File: config.mk
export PLATFORM = sky130hd
export DESIGN_NAME = control_unit
export DESIGN_NICKNAME = d
export VERILOG_FILES = /design/src/rtl/control_unit_pkg.sv /design/src/rtl/control_unit_mem_handshake.sv /design/src/rtl/control_unit.sv
export SDC_FILE = /design/constraint.sdc
export NUM_CORES = 1
export LEC_CHECK = 0
export CAP_MARGIN = 20
export CORE_MARGIN = 2
export CORE_UTILIZATION = 34
export DETAILED_ROUTE_END_ITERATION = 8
export PLACE_DENSITY = 0.88
export SYNTH_ARGS = -nofsm -noshare
export SYNTH_HDL_FRONTEND = slang
export SYNTH_SLANG_ARGS = --single-unit
export TNS_END_PERCENT = 5
File: constraint.sdc
create_clock -name clock -period 2.3 [get_ports clock]
set_input_delay 0.69 -clock clock [delete_from_list [all_inputs] [get_ports clock]]
set_output_delay 0.69 -clock clock [all_outputs]
set_load 0.01 [all_outputs]
File: src/rtl/control_unit_pkg.sv
// cpu_defs: constants shared by the sequencer and the datapath.
//   ALU_*   ALU operation codes (alu_operation encoding)
//   OP_*    instruction opcodes found in IR[15:12]
//   *_MSB   bit positions of the instruction fields
//   FLAG_*  bit indices into the datapath flags vector
//   state_t sequencer state encoding (also exported on state_dbg)
package cpu_defs;

    localparam logic [3:0] ALU_PASS = 4'h0;
    localparam logic [3:0] ALU_ADD  = 4'h1;
    localparam logic [3:0] ALU_SUB  = 4'h2;
    localparam logic [3:0] ALU_AND  = 4'h3;
    localparam logic [3:0] ALU_OR   = 4'h4;
    localparam logic [3:0] ALU_XOR  = 4'h5;
    localparam logic [3:0] ALU_NOT  = 4'h6;
    localparam logic [3:0] ALU_SHL  = 4'h7;
    localparam logic [3:0] ALU_SHR  = 4'h8;

    localparam logic [3:0] OP_NOP  = 4'h0;
    localparam logic [3:0] OP_MOV  = 4'h1;
    localparam logic [3:0] OP_LDI  = 4'h2;
    localparam logic [3:0] OP_ALU  = 4'h3;
    localparam logic [3:0] OP_LD   = 4'h4;
    localparam logic [3:0] OP_ST   = 4'h5;
    localparam logic [3:0] OP_LMAR = 4'h6;
    localparam logic [3:0] OP_JMP  = 4'h7;
    localparam logic [3:0] OP_JZ   = 4'h8;
    localparam logic [3:0] OP_HALT = 4'hF;

    localparam int OP_MSB    = 15;
    localparam int RD_MSB    = 11;
    localparam int RS_MSB    = 8;
    localparam int ALUOP_MSB = 3;
    localparam int IMM_MSB   = 7;

    localparam int FLAG_ZERO  = 0;
    localparam int FLAG_CARRY = 1;
    localparam int FLAG_NEG   = 2;

    typedef enum logic [3:0] {
        S_FETCH_H  = 4'd0,
        S_FETCH_L  = 4'd1,
        S_DECODE   = 4'd2,
        S_EXEC_MOV = 4'd3,
        S_EXEC_IMM = 4'd4,
        S_EXEC_A   = 4'd5,
        S_EXEC_WB  = 4'd6,
        S_EXEC_LD  = 4'd7,
        S_EXEC_ST  = 4'd8,
        S_LMAR_H   = 4'd9,
        S_LMAR_L   = 4'd10,
        S_JR_H     = 4'd11,
        S_JR_L     = 4'd12,
        S_PCSET    = 4'd13,
        S_HALT     = 4'd14
    } state_t;

endpackage

File: src/rtl/control_unit_mem_handshake.sv
// mem_handshake: single-byte memory request generator.
//   active  in   current state wants a byte transfer
//   write   in   transfer direction (1 = write)
//   mem_ack in   memory completes the byte this cycle
//   mem_req out  request to memory
//   mem_we  out  write qualifier, only meaningful with mem_req
//   done    out  transfer completes this cycle
// Purely combinational: the requesting state simply waits for done, so a
// missing ack holds the request (and everything else) stable forever.
module mem_handshake (
    input  logic active,
    input  logic write,
    input  logic mem_ack,
    output logic mem_req,
    output logic mem_we,
    output logic done
);
    assign mem_req = active;
    assign mem_we  = active & write;
    assign done    = active & mem_ack;
endmodule

File: src/rtl/control_unit.sv
// control_unit: multi-cycle fetch/decode/execute sequencer for data_path.
//   clock, reset(async, active-low), run       control
//   ir_value, flags, mem_ack                   status inputs
//   mem_req, mem_we, addr_sel                  memory interface
//   gp_*, alu_*, latch_alu, mar_*, ir_*, jr_*, pc_*   data_path strobes/selects
//   halted, state_dbg                          status outputs
//
// state      | meaning
// FETCH_H    | fetch instruction high byte into IR (only while run)
// FETCH_L    | fetch instruction low byte into IR
// DECODE     | idle cycle, dispatch on opcode
// EXEC_MOV   | rd <= rs over the bus
// EXEC_IMM   | ALU latches imm8 (passthrough) for LDI
// EXEC_A     | ALU latches rd op rs
// EXEC_WB    | ALU result written back to rd
// EXEC_LD    | rd <= mem[MAR]
// EXEC_ST    | mem[MAR] <= rs
// LMAR_H/L   | next two program bytes into MAR
// JR_H/L     | next two program bytes into JR
// PCSET      | PC <= JR (JZ: only when zero flag set)
// HALT       | stopped, only reset exits
module control_unit
    import cpu_defs::*;
#(
    parameter int OPCODE_W  = 4,
    parameter int REG_SEL_W = 3
) (
    input  logic                 clock,
    input  logic                 reset,
    input  logic                 run,
    input  logic [15:0]          ir_value,
    input  logic [2:0]           flags,
    input  logic                 mem_ack,
    output logic                 mem_req,
    output logic                 mem_we,
    output logic                 addr_sel,
    output logic                 gp_write,
    output logic                 gp_read,
    output logic                 latch_alu,
    output logic                 alu_store_high,
    output logic                 alu_store_low,
    output logic                 mar_load_high,
    output logic                 mar_load_low,
    output logic                 ir_load_high,
    output logic                 ir_load_low,
    output logic                 jr_load_high,
    output logic                 jr_load_low,
    output logic                 pc_increment,
    output logic                 pc_set,
    output logic [REG_SEL_W-1:0] gp_input_select,
    output logic [REG_SEL_W-1:0] gp_output_select,
    output logic [REG_SEL_W-1:0] gp_alu_output_select,
    output logic [3:0]           alu_operation,
    output logic                 halted,
    output logic [3:0]           state_dbg
);
    state_t state, state_nxt;

    logic [OPCODE_W-1:0]  op;
    logic [REG_SEL_W-1:0] rd, rs;
    logic [3:0]           aluop;
    logic                 req_active, done;
    logic                 unused_fields;

    assign op    = ir_value[OP_MSB -: OPCODE_W];
    assign rd    = ir_value[RD_MSB -: REG_SEL_W];
    assign rs    = ir_value[RS_MSB -: REG_SEL_W];
    assign aluop = ir_value[ALUOP_MSB -: 4];
    // imm8 reaches the bus through data_path, carry/negative are not used here
    assign unused_fields = ^{flags, ir_value};

    assign state_dbg = state;

    // Gating FETCH_H with reset keeps mem_req low while reset is held,
    // even though the state register already sits in FETCH_H.
    always_comb begin
        req_active = 1'b0;
        case (state)
            S_FETCH_H: req_active = run & reset;
            S_FETCH_L, S_EXEC_LD, S_EXEC_ST,
            S_LMAR_H, S_LMAR_L, S_JR_H, S_JR_L: req_active = 1'b1;
            default: req_active = 1'b0;
        endcase
    end

    mem_handshake u_hs (
        .active  (req_active),
        .write   (state == S_EXEC_ST),
        .mem_ack (mem_ack),
        .mem_req (mem_req),
        .mem_we  (mem_we),
        .done    (done)
    );

    always_ff @(posedge clock or negedge reset) begin
        if (!reset) state <= S_FETCH_H;
        else        state <= state_nxt;
    end

    always_comb begin
        state_nxt = state;
        case (state)
            S_FETCH_H:  if (done) state_nxt = S_FETCH_L;
            S_FETCH_L:  if (done) state_nxt = S_DECODE;
            S_DECODE: begin
                case (op)
                    OP_MOV:          state_nxt = S_EXEC_MOV;
                    OP_LDI:          state_nxt = S_EXEC_IMM;
                    OP_ALU:          state_nxt = S_EXEC_A;
                    OP_LD:           state_nxt = S_EXEC_LD;
                    OP_ST:           state_nxt = S_EXEC_ST;
                    OP_LMAR:         state_nxt = S_LMAR_H;
                    OP_JMP, OP_JZ:   state_nxt = S_JR_H;
                    OP_HALT:         state_nxt = S_HALT;
                    default:         state_nxt = S_FETCH_H;
                endcase
            end
            S_EXEC_MOV: state_nxt = S_FETCH_H;
            S_EXEC_IMM: state_nxt = S_EXEC_WB;
            S_EXEC_A:   state_nxt = S_EXEC_WB;
            S_EXEC_WB:  state_nxt = S_FETCH_H;
            S_EXEC_LD:  if (done) state_nxt = S_FETCH_H;
            S_EXEC_ST:  if (done) state_nxt = S_FETCH_H;
            S_LMAR_H:   if (done) state_nxt = S_LMAR_L;
            S_LMAR_L:   if (done) state_nxt = S_FETCH_H;
            S_JR_H:     if (done) state_nxt = S_JR_L;
            S_JR_L:     if (done) state_nxt = S_PCSET;
            S_PCSET:    state_nxt = S_FETCH_H;
            S_HALT:     state_nxt = S_HALT;
            default:    state_nxt = S_FETCH_H;
        endcase
    end

    always_comb begin
        addr_sel             = 1'b0;
        gp_write             = 1'b0;
        gp_read              = 1'b0;
        latch_alu            = 1'b0;
        alu_store_high       = 1'b0;
        alu_store_low        = 1'b0;
        mar_load_high        = 1'b0;
        mar_load_low         = 1'b0;
        ir_load_high         = 1'b0;
        ir_load_low          = 1'b0;
        jr_load_high         = 1'b0;
        jr_load_low          = 1'b0;
        pc_increment         = 1'b0;
        pc_set               = 1'b0;
        gp_input_select      = '0;
        gp_output_select     = '0;
        gp_alu_output_select = '0;
        alu_operation        = ALU_PASS;
        halted               = 1'b0;
        case (state)
            S_FETCH_H: begin
                ir_load_high = done;
                pc_increment = done;
            end
            S_FETCH_L: begin
                ir_load_low  = done;
                pc_increment = done;
            end
            S_EXEC_MOV: begin
                gp_output_select = rs;
                gp_write         = 1'b1;
                gp_input_select  = rd;
                gp_read          = 1'b1;
            end
            S_EXEC_IMM: begin
                alu_operation = ALU_PASS;
                latch_alu     = 1'b1;
            end
            S_EXEC_A: begin
                gp_alu_output_select = rd;
                gp_output_select     = rs;
                gp_write             = 1'b1;
                alu_operation        = aluop;
                latch_alu            = 1'b1;
            end
            S_EXEC_WB: begin
                alu_store_low   = 1'b1;
                gp_read         = 1'b1;
                gp_input_select = rd;
            end
            S_EXEC_LD: begin
                addr_sel        = 1'b1;
                gp_input_select = rd;
                gp_read         = done;
            end
            S_EXEC_ST: begin
                addr_sel         = 1'b1;
                gp_output_select = rs;
                gp_write         = 1'b1;
            end
            S_LMAR_H: begin
                mar_load_high = done;
                pc_increment  = done;
            end
            S_LMAR_L: begin
                mar_load_low = done;
                pc_increment = done;
            end
            S_JR_H: begin
                jr_load_high = done;
                pc_increment = done;
            end
            S_JR_L: begin
                jr_load_low  = done;
                pc_increment = done;
            end
            S_PCSET:  pc_set = (op == OP_JZ) ? flags[FLAG_ZERO] : 1'b1;
            S_HALT:   halted = 1'b1;
            default: ;
        endcase
    end

endmodule

==> impl_metrics.sql <==
INSERT INTO impl_metrics (metric_group, metric, value, unit) VALUES
('status', 'violations', 'setup timing', ''),
('yosys', 'yosysSeqAreaShare', '0.127', ''),
('yosys', 'netlist_top_cells_count', 'sky130_fd_sc_hd__nor2_1, sky130_fd_sc_hd__nand2_1, sky130_fd_sc_hd__and2_1', ''),
('sta', 'number_of_failing_hold_endpoints_at_the_final_stage', '0', ''),
('critical_path', 'reg2reg_depth', '4', ''),
('placed_design', 'placement.io_buffers', '51', ''),
('global_route', 'grt.overflow.total', '0', ''),
('critical_path', 'critical_path_start', 'state_dbg[1]', ''),
('global_route', 'grt_first_pass_wirelength', '5000', 'um'),
('sta', 'finalSetupViolCount', '2', ''),
('yosys', 'async_flop_share', '1.00', ''),
('critical_path', 'rr_endpoint', 'state_dbg[0]', ''),
('yosys', 'synthTopCellsByArea', 'sky130_fd_sc_hd__dfrtp_1, sky130_fd_sc_hd__and2_1, sky130_fd_sc_hd__nor2_1, sky130_fd_sc_hd__ha_1, sky130_fd_sc_hd__nand2_1', ''),
('clock_network', 'tritoncts', 'built', ''),
('yosys', 'synth_ff_type', 'sky130_fd_sc_hd__dfrtp_1', ''),
('cells_and_area', 'fillCellCount', '170', ''),
('clock_network', 'cts-root-to-sink-buffers', '2', ''),
('die', 'floorplan.die.width', '52.1', 'um'),
('sta', 'setup_ws', '-0.0959', 'ns'),
('cells_and_area', 'final_nets', '223', ''),
('sta', 'period_needed', '2.40', 'ns'),
('yosys', 'postSynthCellCount', '114', ''),
('yosys', 'synth_largest_type_area_fraction', '0.127', ''),
('hold_path', 'worstHoldPathType', 'input pin to asynchronous set/reset pin', ''),
('cells_and_area', 'largest_register_ff_count', '4', ''),
('global_route', 'grt_max_degree', '10', ''),
('die', 'placeableCoreArea', '2190', 'sq um'),
('die', 'floorplan.die_area', '2720', 'sq um'),
('sta', 'achievable-frequency', '417', 'MHz'),
('critical_path', 'worstSetupEndpointType', 'output pin', ''),
('sta', 'final-max-slew-violation-count', '0', ''),
('cells_and_area', 'layout.cells.non_filler', '222', ''),
('power_and_ir_drop', 'power.static_leakage', '0.000836', 'uW'),
('critical_path', 'critPathRequiredTime', '1.61', 'ns'),
('clock_network', 'clkTransAtPathRegs', '0.04', 'ns'),
('cells_and_area', 'drive_gt1_frac', '0.351', ''),
('clock_network', 'clock_insertion_delay_worst_skew', '0.25', 'ns'),
('drt', 'remaining_drc_errors', '0', ''),
('global_route', 'vias_in_the_first_global_route', '1103', ''),
('power_and_ir_drop', 'power-per-cell-area', '821', 'nW/um^2'),
('yosys', 'leading_cell_type_by_number_of_instances_after_synthesis', 'sky130_fd_sc_hd__nor2_1', ''),
('critical_path', 'critical_path.reg2reg.startpoint', 'state_dbg[3]', ''),
('drt', 'drt_iter0_markers', '36', ''),
('sta', 'post-route-period-util', '1.04', ''),
('drt', 'antenna_left', '0', ''),
('status', 'run_status', 'finished, violations left', ''),
('drt', 'vias_per_instance', '5.41', ''),
('placed_design', 'minimum_setup_slack_after_placement', '-0.657', 'ns'),
('die', 'pin_count', '57', ''),
('placed_design', 'placed_cells_incl_taps', '215', ''),
('drt', 'avgRoutedWirePerCell', '14.5', 'um'),
('cells_and_area', 'final-seq-area', '105', 'sq um'),
('yosys', 'synth_top_cell_by_area', 'sky130_fd_sc_hd__dfrtp_1', ''),
('run', 'drv.max_cap_violation_count', '0', ''),
('critical_path', 'critical_path.slowest_cell', 'sky130_fd_sc_hd__clkdlybuf4s50_1', ''),
('drt', 'detail_route.wirelength', '3230', 'um'),
('yosys', 'synthesis.yosys.warnings', '0', ''),
('cells_and_area', 'multi_input_area', '649', 'sq um'),
('critical_path', 'path_common_cell', 'sky130_fd_sc_hd__buf_4', ''),
('drt', 'routed-via-count', '1201', ''),
('critical_path', 'timing.setup.critical_path_class', 'flip-flop to output pin', ''),
('global_route', 'gr-usage-all-layers', '0.247', ''),
('clock_network', 'cts-root-buf', 'sky130_fd_sc_hd__clkbuf_4', ''),
('cells_and_area', 'antenna_cells', '0', ''),
('placed_design', 'place_congestion', '0.898', ''),
('sta', 'setup_total_negative_slack', '-0.0992', 'ns'),
('yosys', 'number_of_nets_in_the_synthesized_netlist', '141', ''),
('critical_path', 'critical_path_cell_sequence', 'buf_4, buf_4, nand2_1, nor2_1, clkdlybuf4s50_1', ''),
('cells_and_area', 'syn2layout_area_growth', '101', '%'),
('critical_path', 'timing.critical_path.fanout_max', '6', ''),
('cells_and_area', 'utilization', '0.721', '');
[metal layers]
metal / routed length [um] / GRT usage / part of all wire / vias to the layer above
li1: - / - / - / 560
met1: 1160 / 0.276 / 0.36 / 556
met2: 1750 / 0.470 / 0.54 / 65
met3: 180 / 0.0201 / 0.056 / 20
met4: 131 / 0.105 / 0.041 / 0
met5: 0 / 0 / 0 / -
[cell usage in the layout (no fill, tap or decap), drive strengths merged, types with 2 or more instances in the layout]
| cell type | synthesis | routed |
|---|---|---|
| clkbuf | 3 | 7 |
| a21oi | 5 | 5 |
| nor3 | 2 | 2 |
| ha | 4 | 4 |
| nand4b | 2 | 2 |
| clkdlybuf4s50 | 0 | 16 |
| o21ai | 5 | 5 |
| dlygate4sd2 | 0 | 18 |
| nand2b | 3 | 3 |
| nand3 | 3 | 3 |
| clkdlybuf4s15 | 0 | 5 |
| nor2 | 15 | 15 |
| nand2 | 11 | 11 |
| inv | 8 | 8 |
| o31a | 2 | 2 |
| mux2 | 2 | 2 |
| o21a | 2 | 2 |
| and2 | 10 | 10 |
| dfrtp | 4 | 4 |
| buf | 7 | 40 |
| o22ai | 2 | 2 |
| dlymetal6s2s | 0 | 4 |
| nor2b | 5 | 5 |
[stage by stage]
stage	total power, uW	instance area (sq um)
2_1_floorplan	603	787
3_3_place_gp	1100	1510
3_5_place_dp	1140	1510
4_1_cts	1250	1560
5_1_grt	1380	1580
6_report	1300	1580
[layout make-up]
type                            count  share of cell area
Timing Repair Buffer               87               0.467
Multi-Input combinational cell     92               0.411
Sequential cell                     4              0.0666
Tap cell                           28              0.0222
Inverter                            8              0.0190
Clock buffer                        3              0.0143
[critical path, delay by kind of cell (launching register included)]
family                 cells  cell delay, ns
buffers and inverters      3            0.83
flip-flops                 1            0.43
AND/OR/NAND/NOR            2            0.19
[cells by family after synthesis]
family                     share of synthesized area
adders and majority gates                     0.0636
DFF                                            0.127
AOI/OAI and AO/OA                              0.266
muxes                                         0.0699
other                                        0.00476
buffers and inverters                          0.119
xor gates and xnor gates                      0.0111
and+or+nand+nor                                0.339
[how the worst max path moves through the flow]
stage | to | slack [ns]
floorplan | gp_output_select[0] | 0.12
global placement | pc_set | -0.61
detailed placement | pc_increment | -0.66
finish | alu_store_low | -0.1
CTS | addr_sel | -0.19
global route | alu_store_low | -0.15
[where the power goes]
part           internal [uW]  switching, uW
registers                103           61.2
clock network           58.8           36.0
logic                    537            501
[repair_timing]
action                     CTS  global route
setup endpoints to repair   30            18
pin swaps                    6             2
buffers inserted             3             1
hold endpoints to repair     0             0
resized for setup           64            19
No activity file was read; power rests on OpenSTA's default activity.
